### config.mk
export PLATFORM = sky130hd
export DESIGN_NAME = nexys_starship_spawn_sched
export DESIGN_NICKNAME = d
export VERILOG_FILES = /design/src/rtl/nexys_starship_spawn_sched_pkg.sv /design/src/rtl/nexys_starship_rr_pick4.sv /design/src/rtl/nexys_starship_spawn_sched.sv
export SDC_FILE = /design/constraint.sdc
export NUM_CORES = 1
export LEC_CHECK = 0
export CORE_AREA = 2 2 64 66
export CTS_CLUSTER_DIAMETER = 120
export DETAILED_ROUTE_END_ITERATION = 12
export DIE_AREA = 0 0 66 68
export GPL_TIMING_DRIVEN = 0
export PLACE_DENSITY = 0.73
export SLEW_MARGIN = 0
export SYNTH_ARGS = -nofsm -noshare
export SYNTH_HDL_FRONTEND = slang
export SYNTH_HIERARCHICAL = 1
export SYNTH_SLANG_ARGS = --single-unit
### constraint.sdc
create_clock -name board_clk -period 2.5 [get_ports board_clk]
set_input_delay 0.375 -clock board_clk [delete_from_list [all_inputs] [get_ports board_clk]]
set_output_delay 0.375 -clock board_clk [all_outputs]
set_load 0.005 [all_outputs]
### src/rtl/nexys_starship_spawn_sched_pkg.sv
// Shared definitions for the starship spawn scheduler: side indices, FSM encoding
// and a small popcount helper.
package nexys_starship_spawn_sched_pkg;

  localparam int NUM_SIDES  = 4;
  localparam int SIDE_TOP   = 0;
  localparam int SIDE_BTM   = 1;
  localparam int SIDE_LEFT  = 2;
  localparam int SIDE_RIGHT = 3;

  typedef enum logic [1:0] {
    ST_IDLE  = 2'd0,
    ST_WAIT  = 2'd1,
    ST_PICK  = 2'd2,
    ST_ISSUE = 2'd3
  } state_t;

  function automatic logic [2:0] popcount4(input logic [NUM_SIDES-1:0] v);
    logic [2:0] c;
    c = '0;
    for (int i = 0; i < NUM_SIDES; i++) c = c + {2'b00, v[i]};
    return c;
  endfunction

endpackage

### src/rtl/nexys_starship_rr_pick4.sv
// Combinational 4-way round-robin picker: first set bit of cand searching
// ptr, ptr+1, ... modulo 4.
module nexys_starship_rr_pick4
  import nexys_starship_spawn_sched_pkg::*;
(
  input  logic [NUM_SIDES-1:0] cand,
  input  logic [1:0]           ptr,
  output logic [1:0]           sel,
  output logic                 valid
);

  logic [1:0] idx;

  // Scan from the farthest offset down so the nearest hit to ptr wins.
  always_comb begin
    sel   = '0;
    valid = 1'b0;
    idx   = '0;
    for (int i = NUM_SIDES - 1; i >= 0; i--) begin
      idx = ptr + 2'(i);
      if (cand[idx]) begin
        sel   = idx;
        valid = 1'b1;
      end
    end
  end

endmodule

### src/rtl/nexys_starship_spawn_sched.sv
// Monster spawn scheduler: paces spawn attempts, caps concurrent monsters by level
// and issues one-cycle one-hot spawn pulses to the four side state machines.
module nexys_starship_spawn_sched
  import nexys_starship_spawn_sched_pkg::*;
#(
  parameter int INIT_INTERVAL    = 8,
  parameter int MIN_INTERVAL     = 2,
  parameter int INTERVAL_STEP    = 1,
  parameter int SPAWNS_PER_LEVEL = 4,
  parameter int MAX_LEVEL        = 3,
  parameter int CNT_W            = 5
) (
  input  logic                 board_clk,
  input  logic                 Reset,
  input  logic                 tick,
  input  logic                 play_flag,
  input  logic                 gameover_ctrl,
  input  logic [NUM_SIDES-1:0] rand_req,
  input  logic [NUM_SIDES-1:0] side_busy,
  output logic [NUM_SIDES-1:0] spawn,
  output logic [1:0]           level,
  output logic [7:0]           spawn_total,
  output logic                 q_Idle,
  output logic                 q_Wait,
  output logic                 q_Pick,
  output logic                 q_Issue
);

  localparam int LC_W = $clog2(SPAWNS_PER_LEVEL + 1);
  localparam logic signed [CNT_W+2:0] INIT_S = (CNT_W+3)'(INIT_INTERVAL);
  localparam logic signed [CNT_W+2:0] MIN_S  = (CNT_W+3)'(MIN_INTERVAL);
  localparam logic signed [CNT_W+2:0] STEP_S = (CNT_W+3)'(INTERVAL_STEP);

  state_t               state, state_n;
  logic [CNT_W-1:0]     cnt, cnt_n;
  logic [1:0]           level_n, rr_ptr, rr_n, sel_q, sel_n;
  logic [7:0]           total_n;
  logic [LC_W-1:0]      lvl_cnt, lc_n, lc_inc;
  logic [NUM_SIDES-1:0] spawn_n, cand;
  logic [1:0]           pick_sel, lvl_new;
  logic                 pick_valid, abort;
  logic [2:0]           active, max_active;

  // Attempt interval for a given level, floored at MIN_INTERVAL.
  function automatic logic [CNT_W-1:0] reload_for(input logic [1:0] lvl);
    logic signed [CNT_W+2:0] r;
    r = INIT_S - ($signed({{(CNT_W+1){1'b0}}, lvl}) * STEP_S);
    if (r < MIN_S) r = MIN_S;
    return r[CNT_W-1:0];
  endfunction

  assign cand       = rand_req & ~side_busy;
  assign active     = popcount4(side_busy);
  assign max_active = {1'b0, level} + 3'd1;
  assign abort      = gameover_ctrl | ~play_flag;

  nexys_starship_rr_pick4 u_pick (
    .cand  (cand),
    .ptr   (rr_ptr),
    .sel   (pick_sel),
    .valid (pick_valid)
  );

  always_comb begin
    state_n = state;
    cnt_n   = cnt;
    level_n = level;
    total_n = spawn_total;
    rr_n    = rr_ptr;
    lc_n    = lvl_cnt;
    sel_n   = sel_q;
    spawn_n = '0;
    lc_inc  = lvl_cnt + LC_W'(1);
    lvl_new = level;
    unique case (state)
      ST_IDLE: begin
        if (!abort) begin
          state_n = ST_WAIT;
          cnt_n   = CNT_W'(INIT_INTERVAL);
          level_n = '0;
          total_n = '0;
          rr_n    = '0;
          lc_n    = '0;
        end
      end
      ST_WAIT: begin
        if (abort) begin
          state_n = ST_IDLE;
        end else if (tick) begin
          cnt_n = (cnt == '0) ? '0 : cnt - CNT_W'(1);
          if (cnt <= CNT_W'(1)) state_n = ST_PICK;
        end
      end
      ST_PICK: begin
        if (abort) begin
          state_n = ST_IDLE;
        end else if (!pick_valid || active >= max_active) begin
          cnt_n   = reload_for(level);
          state_n = ST_WAIT;
        end else begin
          spawn_n = NUM_SIDES'(1) << pick_sel;
          sel_n   = pick_sel;
          state_n = ST_ISSUE;
        end
      end
      ST_ISSUE: begin
        // The pulse is on the wire this cycle, so it is accounted for even on abort.
        rr_n    = sel_q + 2'd1;
        total_n = (spawn_total == 8'hFF) ? spawn_total : spawn_total + 8'd1;
        if (lc_inc == LC_W'(SPAWNS_PER_LEVEL)) begin
          lc_n    = '0;
          lvl_new = (level >= 2'(MAX_LEVEL)) ? level : level + 2'd1;
        end else begin
          lc_n = lc_inc;
        end
        level_n = lvl_new;
        cnt_n   = reload_for(lvl_new);
        state_n = abort ? ST_IDLE : ST_WAIT;
      end
      default: state_n = ST_IDLE;
    endcase
  end

  always_ff @(posedge board_clk or posedge Reset) begin
    if (Reset) state <= ST_IDLE;
    else       state <= state_n;
  end

  always_ff @(posedge board_clk or posedge Reset) begin
    if (Reset) begin
      cnt         <= '0;
      level       <= '0;
      spawn_total <= '0;
      rr_ptr      <= '0;
      lvl_cnt     <= '0;
      sel_q       <= '0;
      spawn       <= '0;
    end else begin
      cnt         <= cnt_n;
      level       <= level_n;
      spawn_total <= total_n;
      rr_ptr      <= rr_n;
      lvl_cnt     <= lc_n;
      sel_q       <= sel_n;
      spawn       <= spawn_n;
    end
  end

  assign q_Idle  = (state == ST_IDLE);
  assign q_Wait  = (state == ST_WAIT);
  assign q_Pick  = (state == ST_PICK);
  assign q_Issue = (state == ST_ISSUE);

endmodule
# Yosys cells after proc, flatten, opt, wreduce, memory -nomap -nowiden
# Index checks and enable logic that the tools add are counted.
# totals
register_bits,28
input_bits,13
# op_classes
n_addsub,14
n_lt_le_gt_ge,9
n_eq_ne,13
shifts,1
muxes,48
bitwise_logic,6
reduce_logical,10
# op_table
op,n
$mux W5,8
$mux W2,14
$pmux W5 S4,1
$mux W8,2
$pmux W8 S2,1
$lt A2 B3 Y1 const B,4
$mux W4,3
$lt A5 B3 Y1 const B,2
$ne A2 B2 Y1 const B,5
$sub A4 B2 Y5 const A,2
$mux W1,9
$reduce_and A3 Y1,3
$add A8 B1 Y8 const B,1
$bmux W1 S2,4
$eq A8 B8 Y1 const B,1
$pmux W2 S2,2
$pmux W2 S4,1
$add A2 B1 Y2 const B,3
$mux W3,2
$pmux W3 S2,1
$le A5 B1 Y1 const B,1
$logic_not A5 Y1,1
$reduce_and A5 Y1,1
$sub A5 B1 Y5 const B,1
24 further kinds,28

# Depth between registers and ports, before layout
# depth
word_depth,13
depth_mapped,9

# By module
# Netlist, hierarchy kept.
# by_module_without_submodules
module,instances,cells_per_inst,area_per_inst_um2,seq_area_each_um2
nexys_starship_spawn_sched,1,178,1740.4,700.7
nexys_starship_rr_pick4,1,13,77.6,0.0

# Worst setup path before layout
# OpenSTA, ideal clock, no wires.
# synth_timing
path_kind,input-to-reg
startpoint,input port side_busy[0]
endpoint,register cnt[0]
setup_time_ns,0.125
t_arrival_ns,2.543
t_required_ns,2.375
path_slack_ns,-0.168
stages,8
n_path_buf,0
cell_sequence,fa_1 -> ha_1 -> ha_1 -> ha_1 -> and2_1 -> a211oi_4 -> o221a_4 -> mux2_4
# synth_between
elab_chain_cells,12
elab_cells_between_ends,22
# synth_lines
item,line,rtl
from (decl),nexys_starship_spawn_sched.sv:19,"input logic [NUM_SIDES-1:0] side_busy,"
"parallel branches: the longest is 9 deep, another holds $add A2 B1 Y3",--,
$logic_or A1 B1 Y1 (*),nexys_starship_spawn_sched.sv:97,end else if (!pick_valid || active >= max_active) begin
$ne A2 B1 Y1 (no source line) (*),--,
$reduce_and A5 Y1 (no source line) (*),--,
to (signal assigned),nexys_starship_spawn_sched.sv:139,cnt <= cnt_n;
to (decl),nexys_starship_spawn_sched.sv:35,"logic [CNT_W-1:0] cnt, cnt_n;"
# Mark *: on every way between the ends. The select of a mux whose other input is x is not followed.
# A chain may end at the register's enable or synchronous reset.

# Worst setup path in the final report
# layout_timing
startpoint,input port side_busy[1]
endpoint,register cnt[0]
# Same word-level chain as after synthesis.

==> flow_metrics.tcl <==
set metrics [dict create \
    gp_congestion 0.769 \
    wl_per_cell_um 14.2 \
    worst_slew_pin_slew_ns 1.07 \
    syn_avg_cell_area_um2 9.52 \
    slew_violations 0 \
    async_flop_share_pct 100 \
    clkSlewWorstSetupHoldPaths_ns 0.10 \
    place_inst 271 \
    synth.most_common_cell "dfrtp_1" \
    synthTopCellsByCount "dfrtp_1 (28), nand2_1 (20), ha_1 (15), inv_1 (15)" \
    finalSetupViolCount 0 \
    rows 23 \
    path_class "in -> reg" \
    hold_buffers 0 \
    fmax_mhz 408 \
    rsz0062_at_grt "false" \
    clockRootBuffer "clkbuf_8" \
    synth_edf_count 0 \
    die_h_um 68 \
    crit_arrival_ns 2.62 \
    n_antenna_cell 0 \
    synthDistinctLibCells 46 \
    fp.dieW_um 66 \
    worst_slack_ns 0.0515 \
    wirelength_um 3970 \
    design_area_um2 2340 \
    dr.pass1.iters 4 \
    fillerInstances 331 \
    drc_errors 0 \
    synth_top_cell_area_share_pct 38.5 \
    yosysSeqAreaShare_pct 38.5 \
    grt_max_degree 29 \
    yosys.area.top_type "dfrtp_1" \
    ant_nets 0 \
    period_share_pct 97.9 \
    worst_ep_required_time_ns 2.67 \
    dr_total_vias 1517 \
    syn_area_um2 1820 \
    dpl_cell_area_um2 2210 \
    vdd_drop_max_mv 0.314 \
    drive_above_1_share_pct 14.8 \
    synth_cells 191 \
    grt_pass1_wl_um 6310 \
    drtIter0Drc 57 \
    fin_skew_ns 0.00867 \
    num-nets-final 260 \
    start_util_pct 47.1 \
    outcome "finished, final reports clean" \
    syn_nets 220 \
    cts.sink_count 28 \
    drv_cap 0 \
    clockBufferDepth 2 \
    hold_violations 0 \
    numCtsBuffers 3 \
    hp-class "reg -> reg" \
    vias_per_cell 5.42 \
    synthTopCellsByArea "dfrtp_1 (39%), ha_1 (10%), mux2i_1 (5.0%), nand2_1 (4.1%), o21ai_0 (3.6%)" \
    hpwl_um 2800 \
    cts_tree "yes" \
    powerDensity_nw_per_um2 479 \
    dp_slack_ns -0.703 \
    end_kind "flip-flop" \
    port_buffers 30 \
    leakage_uw 0.00104 \
    synth_seq_cells 28 \
    crit_fanout 3 \
    grt_pass1_vias 1347 \
    antenna_found_initial 0 \
    clkLatencyLatePin_ns 0.28 \
    die_area_um2 4490 \
    yosysWarnings 6 \
    syn_to_final_growth_pct 28.6 \
    power_uw 1120 \
    core_um2 3860 \
    whs_ns 0.514 \
    cts.htree.levels 1 \
    period_needed_ns 2.45 \
    slew-limit-headroom_pct 28.8 \
    synth_top_flop_cell "dfrtp_1" \
    grt_usage_pct 18.4 \
    finalNonFillerCells 280 \
    start_kind "primary input" \
    globalRouteOverflowTotal 0 \
    ios 31 \
]
-- worst max-delay path, cell delays in order --
cell and delay [ns]:
buf_2 0.12, fa_1 0.53, ha_4 0.20, ha_4 0.26
ha_4 0.18, and2_4 0.15, a211oi_4 0.28, o221a_4 0.24
mux2_4 0.29
-- cells in the final DEF, fill, tap and decap left out, types with 2 or more instances in the layout --
master and count:
inv_1 15, nor2b_1 6, clkbuf_8 3, ha_4 4
and3_1 2, o21a_1 2, nand2b_4 2, and2_4 3
dfrtp_1 28, nand3_1 9, o21ai_1 3, a2bb2oi_1 2
nand2_1 20, a21oi_1 6, nand2b_1 5, ha_1 11
nor3_1 3, o21ai_0 12, and2_1 2, nor2_1 13
a31oi_1 2, mux2i_1 9, nand4_1 3, o31ai_1 3
clkdlybuf4s50_1 27, buf_2 3, buf_4 7
-- logic make-up after synthesis --
logic type / after synthesis / synth area share, %
buf+inv: 20 / 4.61
flops: 28 / 38.5
simple gates: 74 / 21.3
mux: 10 / 5.78
xor+xnor: 1 / 0.482
fa+ha+maj: 16 / 11.4
compound gates: 42 / 17.8
-- what timing repair did --
action                                  4_1_cts  5_1_grt
buffers inserted                              5        0
endpoints found under the setup margin       12       10
pin swaps                                     7        7
resized for setup                            13        5
-- per-layer routing --
metal,vias up,track usage [%],wire [um]
met3,4,3.29,236
met1,724,24.8,1870
met2,47,30.8,1820
met5,-,0,0
met4,0,4.59,38
li1,742,-,-
-- through the flow --
stage | utilization, % | TNS (ns)
after floorplan | - | -0.0744
after global placement | 57.3 | -5.75
after detailed placement | 57.3 | -6.16
after CTS | 60.2 | 0
after global routing | 60.6 | 0
final | 60.6 | 0
-- registers in the layout, summed over array words and instances (netlist names) --
| register | cells |
|---|---|
| level | 2 |
| lvl_cnt | 3 |
| spawn | 4 |
| cnt | 5 |
| state | 2 |
| rr_ptr | 2 |
| spawn_total | 8 |
| sel_q | 2 |
-- final cells by class --
cell class | count | area, um^2 | area share [%]
Buffer | 4 | 23.8 | 1.02
Clock buffer | 3 | 41.3 | 1.77
Clock inverter | 1 | 30.0 | 1.28
Inverter | 16 | 60.1 | 2.57
Multi-Input combinational cell | 143 | 1100 | 46.9
Sequential cell | 28 | 701 | 30.0
Tap cell | 50 | 62.6 | 2.68
Timing Repair Buffer | 35 | 323 | 13.8
-- where the power goes --
part / leakage [uW] / switching [uW] / internal [uW] / total, uW
clock: 0.0000357 / 150 / 215 / 365
sequential: 0.000378 / 19.0 / 471 / 490
combinational: 0.000626 / 129 / 136 / 266
total: 0.00104 / 299 / 821 / 1120
-- path summary, 6_finish.rpt --
path                                         from                     end  slack, ns  cells after the start
setup / recovery                     side_busy[1]      cnt[0]$_DFFE_PP0P_       0.05                      9
hold reg to reg            lvl_cnt[0]$_DFFE_PP0P_  lvl_cnt[0]$_DFFE_PP0P_       0.51                      1
max in group asynchronous                   Reset      cnt[1]$_DFFE_PP0P_       1.20                      2
min in group asynchronous                   Reset      spawn[1]$_DFF_PP0_       0.65                      2
hold / removal             lvl_cnt[0]$_DFFE_PP0P_  lvl_cnt[0]$_DFFE_PP0P_       0.51                      1
setup reg to reg             level[0]$_DFFE_PP0P_      cnt[0]$_DFFE_PP0P_       0.22                      8
(Power assumes the default switching activity.)
